**src/rtl/apb_master.sv**
```systemverilog
// APB master: turns a single-beat CPU request into an APB SETUP/ACCESS transfer.
// Latency: cpu_done pulses 3 cycles after the request cycle, plus one cycle per wait state.
// Backpressure: cpu_ready is high only in IDLE; requests are sampled only then, and pready stretches ACCESS.
module apb_master #(
   parameter int unsigned ADDR_WIDTH = 32,
   parameter int unsigned DATA_WIDTH = 32,
   parameter int unsigned TIMEOUT    = 255
) (
   input  logic                  pclk,
   input  logic                  presetn,
   // CPU side
   input  logic                  cpu_req,
   input  logic                  cpu_we,
   input  logic [ADDR_WIDTH-1:0] cpu_addr,
   input  logic [DATA_WIDTH-1:0] cpu_wdata,
   input  logic [3:0]            cpu_wstrb,
   output logic                  cpu_ready,
   output logic                  cpu_done,
   output logic [DATA_WIDTH-1:0] cpu_rdata,
   output logic                  cpu_err,
   // APB side
   output logic [ADDR_WIDTH-1:0] paddr,
   output logic [DATA_WIDTH-1:0] pdata,
   input  logic [DATA_WIDTH-1:0] prdata,
   output logic                  psel,
   output logic                  penable,
   output logic                  pwrite,
   output logic [3:0]            pstb,
   input  logic                  pready,
   input  logic                  perr
);

   typedef enum logic [1:0] {
      IDLE   = 2'd0,
      SETUP  = 2'd1,
      ACCESS = 2'd2
   } state_t;

   // Timeout threshold in counter width; only meaningful when TIMEOUT != 0.
   localparam logic [15:0] TMO = 16'(TIMEOUT);

   state_t                state_q, state_d;
   logic [ADDR_WIDTH-1:0] paddr_q, paddr_d;
   logic [DATA_WIDTH-1:0] pdata_q, pdata_d;
   logic                  pwrite_q, pwrite_d;
   logic [3:0]            pstb_q, pstb_d;
   logic                  psel_q, psel_d;
   logic                  penable_q, penable_d;
   logic                  cpu_done_q, cpu_done_d;
   logic                  cpu_err_q, cpu_err_d;
   logic [DATA_WIDTH-1:0] cpu_rdata_q, cpu_rdata_d;
   logic [15:0]           wait_cnt_q, wait_cnt_d;
   logic                  timed_out;

   // The counter has reached the limit while the responder still stalls.
   assign timed_out = (TIMEOUT != 0) && (wait_cnt_q == TMO);

   // Next-state and registered-output decode; completion status defaults to 0 so it only shows in the done cycle.
   always_comb begin
      state_d     = state_q;
      paddr_d     = paddr_q;
      pdata_d     = pdata_q;
      pwrite_d    = pwrite_q;
      pstb_d      = pstb_q;
      psel_d      = psel_q;
      penable_d   = penable_q;
      wait_cnt_d  = wait_cnt_q;
      cpu_done_d  = 1'b0;
      cpu_err_d   = 1'b0;
      cpu_rdata_d = '0;

      case (state_q)
         IDLE: begin
            if (cpu_req) begin
               state_d    = SETUP;
               paddr_d    = cpu_addr;
               pdata_d    = cpu_wdata;
               pwrite_d   = cpu_we;
               pstb_d     = cpu_we ? cpu_wstrb : 4'b0000;
               psel_d     = 1'b1;
               penable_d  = 1'b0;
               wait_cnt_d = '0;
            end
         end

         SETUP: begin
            state_d   = ACCESS;
            penable_d = 1'b1;
         end

         ACCESS: begin
            if (pready) begin
               // Responder completion wins over a coincident timeout.
               state_d     = IDLE;
               psel_d      = 1'b0;
               penable_d   = 1'b0;
               cpu_done_d  = 1'b1;
               cpu_err_d   = perr;
               cpu_rdata_d = pwrite_q ? '0 : prdata;
            end else begin
               if (wait_cnt_q != 16'hFFFF) begin
                  wait_cnt_d = wait_cnt_q + 16'd1;
               end
               if (timed_out) begin
                  state_d     = IDLE;
                  psel_d      = 1'b0;
                  penable_d   = 1'b0;
                  cpu_done_d  = 1'b1;
                  cpu_err_d   = 1'b1;
                  cpu_rdata_d = '0;
               end
            end
         end

         default: begin
            state_d   = IDLE;
            psel_d    = 1'b0;
            penable_d = 1'b0;
         end
      endcase
   end

   // State and output registers; reset aborts any transfer in flight.
   always_ff @(posedge pclk or negedge presetn) begin
      if (!presetn) begin
         state_q     <= IDLE;
         paddr_q     <= '0;
         pdata_q     <= '0;
         pwrite_q    <= 1'b0;
         pstb_q      <= 4'b0000;
         psel_q      <= 1'b0;
         penable_q   <= 1'b0;
         wait_cnt_q  <= '0;
         cpu_done_q  <= 1'b0;
         cpu_err_q   <= 1'b0;
         cpu_rdata_q <= '0;
      end else begin
         state_q     <= state_d;
         paddr_q     <= paddr_d;
         pdata_q     <= pdata_d;
         pwrite_q    <= pwrite_d;
         pstb_q      <= pstb_d;
         psel_q      <= psel_d;
         penable_q   <= penable_d;
         wait_cnt_q  <= wait_cnt_d;
         cpu_done_q  <= cpu_done_d;
         cpu_err_q   <= cpu_err_d;
         cpu_rdata_q <= cpu_rdata_d;
      end
   end

   assign cpu_ready = (state_q == IDLE);
   assign cpu_done  = cpu_done_q;
   assign cpu_err   = cpu_err_q;
   assign cpu_rdata = cpu_rdata_q;
   assign paddr     = paddr_q;
   assign pdata     = pdata_q;
   assign pwrite    = pwrite_q;
   assign pstb      = pstb_q;
   assign psel      = psel_q;
   assign penable   = penable_q;

endmodule

```
**config.mk**
```make
export PLATFORM = sky130hd
export DESIGN_NAME = apb_master
export DESIGN_NICKNAME = d
export VERILOG_FILES = /design/src/rtl/apb_master.sv
export SDC_FILE = /design/constraint.sdc
export NUM_CORES = 1
export LEC_CHECK = 0
export ABC_AREA = 1
export BUFFER_PORTS_ARGS = -buffer_cell sky130_fd_sc_hd__clkbuf_2
export CORE_AREA = 2 2 145 147
export DETAILED_ROUTE_END_ITERATION = 7
export DIE_AREA = 0 0 147 149
export PLACE_DENSITY = 0.58
export SLEW_MARGIN = 15
export SYNTH_ARGS = -nofsm -noshare
export SYNTH_HDL_FRONTEND = slang
export SYNTH_SLANG_ARGS = --single-unit
```
**constraint.sdc**
```tcl
create_clock -name pclk -period 2.9 [get_ports pclk]
set_input_delay 0.29 -clock pclk [delete_from_list [all_inputs] [get_ports pclk]]
set_output_delay 0.29 -clock pclk [all_outputs]
set_load 0.02 [all_outputs]
```
==> qor.txt <==
Worst Tran Pin Value: 0.792 ns
critical path startpoint category: register
crit path time final: 1.77 ns
Max-Slew Margin vs Limit: 47.2%
total count of max-transition violations in the final report: 0
area growth from synthesis to final layout: 38.6%
final worst slack: 1.13 ns
count of instances resized after the clock tree is built: 0
Post-layout nets: 887
max-capacitance violation count: 0
leading cell types by count after synthesis: nand2_1, dfrtp_1, inv_1
synth unique cells: 27
total count of hold-check failures in the final report: 0
count of routing violations after the opening detailed-route iteration: 159
buffer depth of the longest clock path: 2
top cell type's share of synthesized area: 61.1%
post-synthesis instance area: 4990 sq um
number of synthesized register bits: 122
pin count of the biggest net entering global routing: 74
summed negative setup slack over all endpoints: 0 ns
global placement routability congestion: 0.747
Port Buffer Count: 211
number of top-level design ports: 212
global-route wire length before repair: 20500 um
EDFF count, synth: 0
layout cell share with drive strength beyond 1: 35.4%
Max VDD drop: 0.396 mV
Initial Utilization: 24.3%
initial antenna violation count: 0
Hold Path Class: in2reg
cell row count: 53
floorplan die height: 149 um
post-route clock period utilization: 61.0%
CTS Buf Count: 17
Post-synth top flop: dfrtp_1
top achievable clock speed: 565 MHz
final core area utilization: 33.7%
drc violations: 0
cell types with the largest area share after synthesis: dfrtp_1, nand2_1, inv_1
worst setup slack after placement: 1.12 ns
core area: 20600 sq um
total number of yosys warnings: 0
Gate Count Post-Synth: 564
wirelength, routed: 12800 um
Via density: 3.86
cell with the most instances after synthesis: nand2_1
total inserted antenna cells: 0
GRT Total Usage: 12.1%
worst clock skew: 0.00961 ns
proportion of synthesized chip area in sequential cells: 61.1%
detailed placer's ending HPWL: 8870 um
total power per unit cell area: 995 nW/um^2
number of vias in the routed layout: 4124
number of optimization iterations in the first detailed-route pass: 4
via count of the first global-routing pass: 4034
crit-path max FO: 14
post-synth net total: 671
Post-Syn Area per Cell: 8.85 sq um
outcome: finished clean
FF+latch area: 3050 sq um
Multi-input gate area: 1610 sq um
die span in x: 147 um
library cell with the largest summed area after synthesis: dfrtp_1
Clock Sinks: 122
data arrival time of the worst path: 2.09 ns
Worst setup EP type: register
clock tree from TritonCTS: built
post-detailed-route count of antenna-violating nets: 0
setup repair after global routing missed its margin: false
Fin Hold WS: 0.0575 ns
CTS H-tree depth: 4
final-layout fill cell count: 2157
floorplan die area: 21900 sq um
average wire length per cell after detail routing: 12.0 um
root buffer cell: clkbuf_16
total chip power: 6.88 mW
Req. time, crit path: 3.22 ns
Leak Pwr: 3.97 nW
endpoints failing setup: 0
proportion of register bits with asynchronous set or reset after synthesis: 100%
type of the setup path with the least slack: reg2reg
Worst-path clk slew: 0.06 ns
clock latency at the later pin of the worst-skew pair: 0.41 ns
total global routing overflow: 0
-- through the flow --
step                      instances  area, sq um
after global placement         1035         6340
after detailed placement       1035         6340
after floorplan                 564         4990
after global routing           1068         6920
after CTS                      1068         6920
final                          1068         6920
-- logic make-up (layout without fill, tap and decap cells) --
group | count (synthesis) | in the layout | share of synthesized area [%]
AOI/OAI and AO/OA | 22 | 22 | 3.18
xor gates and xnor gates | 11 | 11 | 1.93
adders and majority gates | 1 | 1 | 0.251
buffers and inverters | 77 | 306 | 6.59
DFF | 122 | 122 | 61.1
and+or+nand+nor | 331 | 331 | 26.9
-- metal layers --
metal  part of all wire (%)  up-vias  GRT usage [%]  wire length [um]
li1                       -     2123              -                 -
met1                     45     1854           15.2              5800
met2                     46      131           18.7              5900
met3                    6.9       16           4.95               879
met4                    1.7        0           4.57               220
met5                      0        -              0                 0
-- area by class of cell --
type / count / area share (%)
clock buffers: 21 / 6.51
clock inverters: 11 / 1.77
inverters: 56 / 3.04
multi-input cells: 365 / 23.3
flip-flops and latches: 122 / 44.1
well taps: 275 / 4.97
repair buffers: 218 / 16.3
-- critical path, stage by stage (launching register included) --
cell and delay (ns):
dfrtp_1 0.41, ha_1 0.26, nand3_2 0.14, nor2_4 0.06
nand2_1 0.08, nand4_2 0.41, o21ai_0 0.32
-- where the power goes --
group | switching (mW) | leakage (nW) | internal (mW) | total (mW)
Combinational | 1.60 | 2.12 | 0.696 | 2.30
Clock | 0.785 | 0.269 | 1.28 | 2.07
Sequential | 0.274 | 1.59 | 2.24 | 2.51
-- final timing paths --
kind,start,end,slack [ns],cells past startpoint
setup reg to reg,wait_cnt_q[0]$_DFFE_PN0P_,wait_cnt_q[0]$_DFFE_PN0P_,1.13,6
setup / recovery,wait_cnt_q[0]$_DFFE_PN0P_,wait_cnt_q[0]$_DFFE_PN0P_,1.13,6
min in group asynchronous,presetn,paddr[25]$_DFFE_PN0P_,0.40,2
hold reg to reg,psel$_DFFE_PN0P_,psel$_DFFE_PN0P_,0.47,2
max in group asynchronous,presetn,cpu_rdata[23]$_DFF_PN0_,1.74,3
hold / removal,prdata[17],cpu_rdata[17]$_DFF_PN0_,0.06,3
-- cells in the final DEF, fill, tap and decap left out, drive strengths merged --
master       count
nand2          259
buf              7
xor2             7
clkbuf         231
a21oi            1
clkinv           5
clkinvlp         4
inv             56
or2              1
xnor2            4
dlygate4sd3      1
o21ai           21
ha               1
nand4            3
nand3           15
nor3             1
dfrtp          122
nor2            52
bufinv           2
-- timing repair --
item / 4_1_cts / 5_1_grt
buffers inserted: 0 / 0
endpoints found under the hold margin: 38 / 0
hold buffers: 1 / 0
-- sequential cells by signal, indices dropped and copies added, names as in the netlist --
signal      flops
cpu_done        1
cpu_err         1
cpu_rdata      32
paddr          32
pdata          32
psel            1
pstb            4
pwrite          1
state_q         2
wait_cnt_q     16
(Power assumes the default switching activity.)
